==> src/rtl/rv32i_pkg.sv <==
// rtl/rv32i_pkg.sv - shared RV32I op classes, opcodes and instruction formats
package rv32i_pkg;

  // Request op_class codes
  localparam logic [3:0] CLS_ALU    = 4'd0;
  localparam logic [3:0] CLS_ALU_I  = 4'd1;
  localparam logic [3:0] CLS_LOAD   = 4'd2;
  localparam logic [3:0] CLS_STORE  = 4'd3;
  localparam logic [3:0] CLS_BRANCH = 4'd4;
  localparam logic [3:0] CLS_LUI    = 4'd5;
  localparam logic [3:0] CLS_AUIPC  = 4'd6;
  localparam logic [3:0] CLS_JAL    = 4'd7;
  localparam logic [3:0] CLS_JALR   = 4'd8;

  // Major opcodes, shared with the core's decoder
  localparam logic [6:0] OPC_OP     = 7'b0110011;
  localparam logic [6:0] OPC_OP_IMM = 7'b0010011;
  localparam logic [6:0] OPC_LOAD   = 7'b0000011;
  localparam logic [6:0] OPC_STORE  = 7'b0100011;
  localparam logic [6:0] OPC_BRANCH = 7'b1100011;
  localparam logic [6:0] OPC_LUI    = 7'b0110111;
  localparam logic [6:0] OPC_AUIPC  = 7'b0010111;
  localparam logic [6:0] OPC_JAL    = 7'b1101111;
  localparam logic [6:0] OPC_JALR   = 7'b1100111;

  typedef enum logic [2:0] {
    FMT_R,
    FMT_I,
    FMT_S,
    FMT_B,
    FMT_U,
    FMT_J
  } fmt_e;

endpackage

==> src/rtl/rv32i_encoder_instr_fifo.sv <==
// rtl/rv32i_encoder_instr_fifo.sv - first-word-fall-through instruction FIFO with occupancy count
module instr_fifo #(
  parameter int DEPTH = 2,
  parameter int W     = 32,
  parameter int AW    = $clog2(DEPTH),
  parameter int CW    = AW + 1
) (
  input  logic          clk,
  input  logic          rst,
  input  logic          push,
  input  logic [W-1:0]  din,
  input  logic          pop,
  output logic [W-1:0]  dout,
  output logic [CW-1:0] count
);

  logic [W-1:0]  r_mem [DEPTH];
  logic [AW-1:0] r_wr_ptr;
  logic [AW-1:0] r_rd_ptr;
  logic [CW-1:0] r_count;
  logic          w_push;
  logic          w_pop;

  assign w_push = push && (r_count != CW'(DEPTH));
  assign w_pop  = pop && (r_count != '0);
  assign dout   = r_mem[r_rd_ptr];
  assign count  = r_count;

  // Storage write; contents need no reset since count gates visibility
  always_ff @(posedge clk) begin
    if (w_push) r_mem[r_wr_ptr] <= din;
  end

  // Pointer and occupancy tracking; pointers wrap naturally at power-of-2 depth
  always_ff @(posedge clk) begin
    if (rst) begin
      r_wr_ptr <= '0;
      r_rd_ptr <= '0;
      r_count  <= '0;
    end else begin
      if (w_push) r_wr_ptr <= r_wr_ptr + 1'b1;
      if (w_pop)  r_rd_ptr <= r_rd_ptr + 1'b1;
      case ({w_push, w_pop})
        2'b10:   r_count <= r_count + 1'b1;
        2'b01:   r_count <= r_count - 1'b1;
        default: r_count <= r_count;
      endcase
    end
  end

endmodule

==> src/rtl/rv32i_encoder.sv <==
// rtl/rv32i_encoder.sv - packs instruction class and fields into RV32I words, buffered by a FIFO
module rv32i_encoder
  import rv32i_pkg::*;
#(
  parameter int DEPTH = 2,
  parameter int CNT_W = 16
) (
  input  logic             clk,
  input  logic             rst,
  input  logic             in_valid,
  output logic             in_ready,
  input  logic [3:0]       op_class,
  input  logic [2:0]       funct3,
  input  logic [6:0]       funct7,
  input  logic [4:0]       rd,
  input  logic [4:0]       rs1,
  input  logic [4:0]       rs2,
  input  logic [31:0]      imm,
  output logic             out_valid,
  input  logic             out_ready,
  output logic [31:0]      out_instr,
  output logic             err,
  input  logic             err_clr,
  output logic [CNT_W-1:0] emit_cnt
);

  localparam int CW = $clog2(DEPTH) + 1;

  fmt_e             w_fmt;
  logic [6:0]       w_opc;
  logic             w_legal;
  logic [31:0]      w_word;
  logic             w_shift;
  logic             w_i_ok;
  logic             w_b_ok;
  logic             w_j_ok;
  logic [6:0]       w_i_hi;
  logic             w_accept;
  logic             w_pop;
  logic [31:0]      w_head;
  logic [CW-1:0]    w_count;
  logic [31:0]      r_last;
  logic             r_err;
  logic [CNT_W-1:0] r_emit_cnt;

  assign w_shift = (op_class == CLS_ALU_I) && ((funct3 == 3'b001) || (funct3 == 3'b101));
  assign w_i_ok  = (imm[31:11] == '0) || (imm[31:11] == '1);
  assign w_b_ok  = ((imm[31:12] == '0) || (imm[31:12] == '1)) && !imm[0];
  assign w_j_ok  = ((imm[31:20] == '0) || (imm[31:20] == '1)) && !imm[0];
  assign w_i_hi  = w_shift ? funct7 : imm[11:5];

  // Classify the request: format, opcode and immediate range legality
  always_comb begin
    w_fmt   = FMT_R;
    w_opc   = 7'd0;
    w_legal = 1'b0;
    case (op_class)
      CLS_ALU:    begin w_fmt = FMT_R; w_opc = OPC_OP;     w_legal = 1'b1; end
      CLS_ALU_I:  begin w_fmt = FMT_I; w_opc = OPC_OP_IMM; w_legal = w_shift ? (imm[31:5] == '0) : w_i_ok; end
      CLS_LOAD:   begin w_fmt = FMT_I; w_opc = OPC_LOAD;   w_legal = w_i_ok; end
      CLS_STORE:  begin w_fmt = FMT_S; w_opc = OPC_STORE;  w_legal = w_i_ok; end
      CLS_BRANCH: begin w_fmt = FMT_B; w_opc = OPC_BRANCH; w_legal = w_b_ok; end
      CLS_LUI:    begin w_fmt = FMT_U; w_opc = OPC_LUI;    w_legal = (imm[11:0] == '0); end
      CLS_AUIPC:  begin w_fmt = FMT_U; w_opc = OPC_AUIPC;  w_legal = (imm[11:0] == '0); end
      CLS_JAL:    begin w_fmt = FMT_J; w_opc = OPC_JAL;    w_legal = w_j_ok; end
      CLS_JALR:   begin w_fmt = FMT_I; w_opc = OPC_JALR;   w_legal = w_i_ok; end
      default:    begin w_fmt = FMT_R; w_opc = 7'd0;       w_legal = 1'b0; end
    endcase
  end

  // Scatter fields into the standard bit layout for the chosen format
  always_comb begin
    w_word = 32'd0;
    case (w_fmt)
      FMT_R:   w_word = {funct7, rs2, rs1, funct3, rd, w_opc};
      FMT_I:   w_word = {w_i_hi, imm[4:0], rs1, funct3, rd, w_opc};
      FMT_S:   w_word = {imm[11:5], rs2, rs1, funct3, imm[4:0], w_opc};
      FMT_B:   w_word = {imm[12], imm[10:5], rs2, rs1, funct3, imm[4:1], imm[11], w_opc};
      FMT_U:   w_word = {imm[31:12], rd, w_opc};
      FMT_J:   w_word = {imm[20], imm[10:1], imm[11], imm[19:12], rd, w_opc};
      default: w_word = 32'd0;
    endcase
  end

  assign in_ready  = (w_count < CW'(DEPTH));
  assign w_accept  = in_valid && in_ready;
  assign out_valid = (w_count != '0);
  assign w_pop     = out_valid && out_ready;
  assign out_instr = out_valid ? w_head : r_last;
  assign err       = r_err;
  assign emit_cnt  = r_emit_cnt;

  instr_fifo #(
    .DEPTH (DEPTH),
    .W     (32)
  ) u_fifo (
    .clk   (clk),
    .rst   (rst),
    .push  (w_accept && w_legal),
    .din   (w_word),
    .pop   (w_pop),
    .dout  (w_head),
    .count (w_count)
  );

  // Sticky error, popped-word counter and last-popped word held while empty
  always_ff @(posedge clk) begin
    if (rst) begin
      r_err      <= 1'b0;
      r_emit_cnt <= '0;
      r_last     <= 32'd0;
    end else begin
      if (w_accept && !w_legal) r_err <= 1'b1;
      else if (err_clr)         r_err <= 1'b0;
      if (w_pop) begin
        r_emit_cnt <= r_emit_cnt + 1'b1;
        r_last     <= w_head;
      end
    end
  end

endmodule
==> config.mk <==
export PLATFORM = sky130hd
export DESIGN_NAME = rv32i_encoder
export DESIGN_NICKNAME = d
export VERILOG_FILES = /design/src/rtl/rv32i_pkg.sv /design/src/rtl/rv32i_encoder_instr_fifo.sv /design/src/rtl/rv32i_encoder.sv
export SDC_FILE = /design/constraint.sdc
export NUM_CORES = 1
export LEC_CHECK = 0
export ABC_AREA = 1
export BUFFER_PORTS_ARGS = -buffer_cell sky130_fd_sc_hd__buf_4
export CAP_MARGIN = 10
export CORE_MARGIN = 4
export CORE_UTILIZATION = 60
export DETAILED_ROUTE_END_ITERATION = 10
export HOLD_SLACK_MARGIN = 0.12
export PLACE_DENSITY_LB_ADDON = 0.08
export SLEW_MARGIN = 0
export SYNTH_ARGS = -nofsm -noshare
export SYNTH_HDL_FRONTEND = slang
export SYNTH_HIERARCHICAL = 1
export SYNTH_SLANG_ARGS = --single-unit
==> constraint.sdc <==
create_clock -name clk -period 10.7 [get_ports clk]
set_clock_uncertainty 0.2 [all_clocks]
set_input_delay 2.14 -clock clk [delete_from_list [all_inputs] [get_ports clk]]
set_output_delay 2.14 -clock clk [all_outputs]
set_load 0.005 [all_outputs]
Word-level counts from Yosys, hierarchy flattened --
Memory sizes are Yosys's and may differ from the RTL's. A register that Yosys moved wholly into a read port is not among the register bits. Cells that the tools add are included.
Operators by class: add/subtract/negate cells 5, order comparisons 1, equality and inequality tests 21, mux-type cells 14, reductions and logical operators 28
Operators by type and width (number):
- 32-bit case mux with 6 select lines | 1
- 7-bit case mux with 9 select lines | 1
- 32-bit two-way mux | 1
- 27-bit zero test | 1
- 12-bit zero test | 2
- 21-bit equality test (second input constant) | 1
- 21-bit zero test | 1
- 20-bit equality test (second input constant) | 1
- 20-bit zero test | 1
- 16-bit by 1-bit adder with 16-bit output (second input constant) | 1
- 4-bit by 3-bit equality test with 1-bit output (second input constant) | 4
- 3-bit case mux with 5 select lines | 1
- 12-bit equality test (second input constant) | 1
- 3-bit equality test (second input constant) | 3
- 1-bit logical AND | 9
- 4-bit by 2-bit equality test with 1-bit output (second input constant) | 2
- 1-bit two-way mux | 7
- 7-bit two-way mux | 1
- 3-bit by 1-bit equality test with 1-bit output (second input constant) | 2
- 3-bit by 2-bit equality test with 1-bit output (second input constant) | 2
- 1-bit case mux with 6 select lines | 1
- 2-bit nonzero test | 3
- 3-bit OR reduction | 2
- 4-bit by 1-bit equality test with 1-bit output (second input constant) | 1
- 14 further kinds | 19
Storage, ports and cells: register bits 53, RAM bits 64, output and inout port bits 51, memories kept 1
Memories:
- u_fifo.r_mem | depth 2, bits a word 32, rd ports 1, clocked after memory_dff 1, wr ports 1, line rv32i_encoder_instr_fifo.sv:17 | logic [W-1:0] r_mem [DEPTH];

Logic depth before layout (Yosys ltp) --
Gate-level depths: netlist of the first run.
word-level depth 9, mapped depth 17, mapped depth without buffers 17

Hierarchy --
Netlist of the first run, hierarchy kept.
By module, submodules not included:
- rv32i_encoder | instances 1, cells an instance 528, area each 3224.3 µm², seq. area each 980.9 µm²
- instr_fifo | instances 1, cells an instance 136, area each 2701.3 µm², seq. area each 2021.9 µm²

Worst setup path after synthesis of the first run --
OpenSTA, ideal clock, no wires.
path kind input-to-reg, start point in op_class[3], end point mem u_fifo.r_mem[0][0] (enable), library setup time 421 ps, arrival time 4535 ps, required time 10079 ps, setup slack 5544 ps, stages on the path 8, cells stage by stage nor2_1 nand2_1 nor3_2 nand3b_1 nand3_1 a31oi_1 nand2_1 nor2_1
On the way: longest elaborated chain between the ends 8, elaborated cells between the ends (all ways) 18, classes of those cells 8 x eq/ne; 4 x mux; 6 x reduce/logical
RTL lines:
- from (decl) | line rv32i_encoder.sv:12 | input logic [3:0] op_class,
- 4-bit by 1-bit equality test with 1-bit output | line rv32i_encoder.sv:46, rv32i_encoder.sv:57
- 1-bit logical AND | line rv32i_encoder.sv:46 | assign w_shift = (op_class == CLS_ALU_I) && ((funct3 == 3'b001) || (funct3 == 3'b101));
- 1-bit two-way mux | line rv32i_encoder.sv:59 | CLS_ALU_I: begin w_fmt = FMT_I; w_opc = OPC_OP_IMM; w_legal = w_shift ? (imm[31:5] == '0) : w_i_ok; end
- 1-bit case mux with 6 select lines (*) | line rv32i_encoder.sv:57 | case (op_class)
- 1-bit logical AND (*) | line rv32i_encoder.sv:99 | .push (w_accept && w_legal),
- 1-bit logical AND (*) | line rv32i_encoder_instr_fifo.sv:24 | assign w_push = push && (r_count != CW'(DEPTH));
- 1-bit two-way mux (*) | line rv32i_encoder_instr_fifo.sv:31 | if (w_push) r_mem[r_wr_ptr] <= din;
- 1-bit two-way mux (not written as such) (*) | line rv32i_encoder_instr_fifo.sv:31
- to (decl) | line rv32i_encoder_instr_fifo.sv:17
Mark *: on every way between the ends. The rest lies on a longest branch, timed or not.

==> results of run 1 <==
[registers in the layout (all words and copies together) (netlist names), named ones only]
| register | count |
|---|---|
| u_fifo/r_mem | 64 |
| u_fifo/r_rd_ptr | 1 |
| r_last | 32 |
| emit_cnt | 16 |
| err | 1 |
| u_fifo/r_wr_ptr | 1 |
| u_fifo/count | 2 |
[layout make-up]
class	count	area, um2	share of cell area
multi-input cells	432	2440	0.330
clock inverters	4	45.0	0.00609
repair buffers	119	893	0.121
flip-flops and latches	118	3000	0.406
inverters	90	338	0.0457
clock buffers	28	505	0.0684
well taps	133	166	0.0225
[critical path, delay by kind of cell (launching register included)]
family,cells,cell delay (ns)
simple gates,1,0.07
mux,1,0.43
flops,1,1.02
compound gates,1,0.14
buf+inv,1,0.20
[metal layers]
| layer | wire, um | vias to the layer above | part of all wire |
|---|---|---|---|
| met5 | 0 | - | 0 |
| met4 | 367 | 0 | 0.025 |
| met3 | 1020 | 29 | 0.069 |
| met2 | 6910 | 235 | 0.47 |
| met1 | 6500 | 2309 | 0.44 |
| li1 | - | 2441 | - |
[power breakdown]
part	internal [mW]	switching (mW)	total (mW)
Combinational	0.0367	0.0516	0.0882
Clock	0.337	0.180	0.517
Sequential	0.486	0.00161	0.487
Total	0.860	0.233	1.09
[cells in the final DEF, fill, tap and decap left out, types with 7 or more instances in the layout]
master,instances
inv_2,8
edfxtp_1,64
o21ai_0,84
clkbuf_16,16
nand3_1,21
inv_1,82
buf_4,119
mux2_4,30
nor2_1,56
nand2_1,132
dfxtp_1,53
o21ai_1,7
a21oi_1,48
[path summary, 6_finish.rpt]
path	startpoint	endpoint	cells past startpoint
setup / recovery	register	out_instr[13]	4
hold / removal	r_last[28]	r_last[28]	2
setup reg to reg	u_fifo/count[1]	emit_cnt[15]	12
hold reg to reg	r_last[28]	r_last[28]	2
[per-stage QoR]
step | std cells | hold slack (ns) | util | total power [mW]
final | 924 | 0.247 | 0.763 | 1.09
after global routing | 924 | 0.276 | 0.763 | 1.13
after CTS | 924 | 0.253 | 0.763 | 1.10
after detailed placement | 892 | 0.245 | 0.706 | 0.583
after global placement | 892 | 0.233 | 0.706 | 0.580
after floorplan | 664 | 0.224 | - | 0.538
[cell families (layout without fill, tap and decap cells)]
logic type | Yosys count | count (layout) | synth area share
AO/OA/AOI/OAI | 155 | 155 | 0.138
XOR/XNOR | 1 | 1 | 0.00148
adder cells (fa/ha/maj) | 2 | 2 | 0.00422
buffers and inverters | 114 | 241 | 0.0823
flip-flops | 118 | 118 | 0.507
multiplexers | 32 | 32 | 0.0798
AND/OR/NAND/NOR | 242 | 242 | 0.187
==> results.txt, run 1 <==
outcome: completed
number of synthesized flops with an enable pin: 64
# resized after CTS: 0
starting density of the core: 0.612
WL/cell: 16.0 um
initial antenna violation count: 0
busiest grt layer: met2
Critical Path RT: 8.36 ns
met1 usage in global routing: 0.356
Synth Register Bits: 118
die outline width: 107 um
CP max FO: 32
asr flop ratio synth: 0
Place WS: 6.06 ns
Clock transition at path regs: 0.05 ns
Max-slew headroom: 0.231
overall routing resource usage: 0.264
later-pin clock latency in the skew report: 0.51 ns
max capacitance violation total: 0
dpl cell area: 6840 um2
Die Ht: 107 um
kind of critical path: reg2out
drt total wl: 14,800 um
YS warnings: 6
startpoint types: register
Post-Syn Instances: 664
post-route cell area: 7390 um2
vias: 5,014
full die area: 11,500 um2
dominant cell type by area after synthesis: edfxtp_1
Synth Cell Area: 5930 um2
Synth top area share: 0.324
commonest cells in the netlist: nand2_1, o21ai_0, inv_1
Synth area leaders: edfxtp_1, dfxtp_1, nand2_1, mux2_4, o21ai_0
core area: 9680 um2
via/cell ratio: 5.43
DRT Pass-1 Iters: 7
CP max-delay cell: dfxtp_2
crit path cell chain: mux2_2 -> nand2_1 -> o21ai_0 -> buf_4
Port Buf Inserts: 116
post-synthesis sequential area ratio: 0.507
routability cong.: 0.927
met3 Usage GRT: 0.0582
Cell Rows: 36
CP max stage delay: 1.02 ns
WP data arrival: 2.40 ns
Netlist cell types: 38
syn_area_per_cell: 8.92 um2
Final Cycle Share: 0.443
Crit. End Element: primary output
cell area power density: 148 nW/um2
top_reg_cell synth: edfxtp_1
ant diodes: 0
R2R Setup Slk: 7.71 ns
Max Fclk: 211 MHz
Area Overhead vs Synth: 24.7%
worst slew pin tran: 1.15 ns
Max rail drop VDD: 0.0713 mV
largest net degree at the start of global routing: 67
HPWL Detailed: 10,700 um
worst hold path class: reg2reg
# fillers: 677
nets@finish: 846
Post-CTS Setup Inserts: 0
Setup-failing EPs final: 0
H-tree levels: 4
Final ANT Viol Nets: 0
final hold vios: 0
Mapped Nets: 732
RSZ-0062 raised after global routing: no
top-count cell post-synth: nand2_1
Ports: 117
initial DRC count: 371
GRT overflow: 0
TNS Setup: 0 ns
first-pass GRT wire length: 23,500 um
vias in the first global route: 4,935
final worst setup slack: 5.96 ns
CTS root buffer: clkbuf_8
drt drc: 0
CTS tree: done
Pins Over Slew Limit: 0
proportion of layout cells with a drive suffix above 1: 0.263
CTS Buf Count: 17
met2 Resource Use GR: 0.418
LEAKAGE: 3.07 nW
clock buffer depth: 2
hold_buf cts: 0
clk sink count: 118
post-layout minimum cycle time: 4.74 ns
(Power assumes the default switching activity.)
==> run 2: changes to the inputs <==
--- a/config.mk
+++ b/config.mk
@@ -9,7 +9,7 @@
 export BUFFER_PORTS_ARGS = -buffer_cell sky130_fd_sc_hd__buf_4
 export CAP_MARGIN = 10
 export CORE_MARGIN = 4
-export CORE_UTILIZATION = 60
+export CORE_UTILIZATION = 50
 export DETAILED_ROUTE_END_ITERATION = 10
 export HOLD_SLACK_MARGIN = 0.12
 export PLACE_DENSITY_LB_ADDON = 0.08
==> constraint.sdc (replaced) <==
create_clock -name clk -period 4.2 [get_ports clk]
set_clock_uncertainty 0.2 [all_clocks]
set_input_delay 0.84 -clock clk [delete_from_list [all_inputs] [get_ports clk]]
set_output_delay 0.84 -clock clk [all_outputs]
set_load 0.005 [all_outputs]
==> results.txt, run 2 (synthesized netlist as in run 1, its figures left out) <==
first-pass GRT wire length: 22,800 um (-3.1%)
commonest non-fill, non-tap cell in the layout: nand2_1
Port Buf Inserts: 116 (unchanged)
power share of the clock group: 0.470 (-0.003)
Setup crit end: out_instr[23]
Post-CTS Setup Inserts: 0 (unchanged)
switching share of power: 0.212 (-0.00113)
CTS root buffer: clkbuf_16
Setup-failing EPs final: 0 (unchanged)
CTS Buf Count: 17 (unchanged)
initial DRC count: 410 (+11%)
GRT overflow: 0 (unchanged)
later-pin clock latency in the skew report: 0.40 ns (-0.11 ns)
# resized after CTS: 0 (unchanged)
Die Ht: 117 um (+8.8%)
Max-slew headroom: 0.341 (+0.110)
sw power: 587 uW (+150%)
vias in the first global route: 4,581 (-7.2%)
nets@finish: 849 (+0.35%)
Pins Over Slew Limit: 0 (unchanged)
Ports: 117 (unchanged)
overall routing resource usage: 0.220 (-0.0435)
CTS tree: done
R2R Setup Slk: 1.44 ns (-6.27 ns)
Max rail drop VDD: 0.337 mV (+370%)
reg-to-reg startpoint: u_fifo/count[1]
Largest register FFs: 64 (unchanged)
die outline width: 117 um (+8.8%)
Seq pwr share: 0.448 (+0.002)
WL/cell: 15.3 um (-4.7%)
ant diodes: 0 (unchanged)
hold_buf cts: 0 (unchanged)
drt drc: 0 (unchanged)
Area Overhead vs Synth: 25.6%
clock buffer depth: 2 (unchanged)
Cell Rows: 39 (+8.3%)
CP max FO: 66 (+110%)
max capacitance violation total: 0 (unchanged)
Comb pwr share: 0.082 (about the same)
Crit. End Element: primary output
final core utilization: 0.646 (-0.117)
final hold vios: 0 (unchanged)
routability cong.: 0.892 (-3.8%)
Worst Setup SP: u_fifo/count[1]
initial antenna violation count: 0 (unchanged)
worst slew pin tran: 0.985 ns (-0.168 ns)
Clock transition at path regs: 0.05 ns (about the same)
HPWL Detailed: 10,800 um (about the same)
post-layout minimum cycle time: 3.14 ns
Critical Path RT: 3.16 ns (-5.20 ns)
via/cell ratio: 5.18 (-4.6%)
vias: 4,849 (-3.3%)
H-tree levels: 4 (unchanged)
worst hold path class: reg2reg
TNS Setup: 0 ns (unchanged)
starting density of the core: 0.515 (-0.0973)
Largest Register: u_fifo/r_mem
clk sink count: 118 (unchanged)
Final Cycle Share: 0.748
DRT Pass-1 Iters: 5 (-2)
kind of critical path: reg2out
outcome: completed
path depth of the worst reg2reg path: 10 (-2)
full die area: 13,700 um2 (+18%)
startpoint types: register
RSZ-0062 raised after global routing: no
proportion of layout cells with a drive suffix above 1: 0.264 (+0.00153)
cell area power density: 372 nW/um2 (+150%)
Final ANT Viol Nets: 0 (unchanged)
P_int: 2.18 mW (+150%)
core area: 11,500 um2 (+19%)
largest net degree at the start of global routing: 67 (unchanged)
Max Fclk: 318 MHz
LEAKAGE: 3.09 nW (+0.68%)
WP data arrival: 2.10 ns (-0.30 ns)
worst flop-to-flop path endpoint: emit_cnt[13]
most frequent cells in the layout: nand2_1, buf_4, o21ai_0, inv_1, edfxtp_1
drt total wl: 14,300 um (-3.3%)
## run 2: cell types whose count changed in the layout (fill, tap and decap cells not counted)
cell,previous run,this run
buf_4,119,121
clkbuf_16,16,18
clkbuf_8,6,4
buf_16,0,1
bufinv_16,1,0
clkbuf_1,6,7
## run 2: power groups by stage
stage / clock network, mW / logic, mW / registers [mW]
2_1_floorplan: 0 / 0.108 / 1.26
3_3_place_gp: 0 / 0.217 / 1.26
3_5_place_dp: 0 / 0.222 / 1.26
4_1_cts: 1.32 / 0.223 / 1.24
5_1_grt: 1.38 / 0.251 / 1.24
6_report: 1.30 / 0.226 / 1.24
## run 2: metal layers
| metal | up-vias | global-route usage | wire [um] |
|---|---|---|---|
| met1 | 2210 | 0.306 | 6720 |
| met5 | - | 0 | 0 |
| met4 | 0 | 0.100 | 352 |
| met3 | 23 | 0.0535 | 736 |
| met2 | 164 | 0.327 | 6490 |
| li1 | 2452 | - | - |
## run 2: worst min path at each step
| stage | cells after the start | start | slack, ns | end |
|---|---|---|---|---|
| floorplan | 2 | r_last[11] | 0.22 | r_last[11] |
| global placement | 2 | r_last[20] | 0.23 | r_last[20] |
| detailed placement | 2 | r_last[15] | 0.24 | r_last[15] |
| CTS | 2 | r_last[15] | 0.25 | r_last[15] |
| global route | 2 | r_last[7] | 0.27 | r_last[7] |
| finish | 2 | r_last[24] | 0.24 | r_last[24] |
## run 2: metrics by stage
step / std cells / hold slack (ns) / setup slack [ns] / instance area (um2) / power, mW
2_1_floorplan: 664 / 0.224 / 0.344 / 5930 / 1.37
3_3_place_gp: 904 / 0.234 / 0.935 / 6870 / 1.48
3_5_place_dp: 904 / 0.239 / 0.845 / 6870 / 1.49
4_1_cts: 936 / 0.247 / 1.03 / 7420 / 2.79
5_1_grt: 937 / 0.266 / 0.767 / 7440 / 2.88
6_report: 937 / 0.244 / 1.06 / 7440 / 2.77
## run 2: final cells by class
cell class | count | area, um2
fillers | 974 | 4070
flip-flops and latches | 118 | 3000
multi-input cells | 432 | 2440
repair buffers | 122 | 936
clock buffers | 29 | 532
inverters | 90 | 338
well taps | 143 | 179
clock inverters | 3 | 15.0
## run 2: critical path, cell delays in order, from the launching register on
cell and delay, ns:
dfxtp_1 0.41, inv_2 0.08, nand2_2 0.70, o21ai_0 0.26
buf_4 0.20
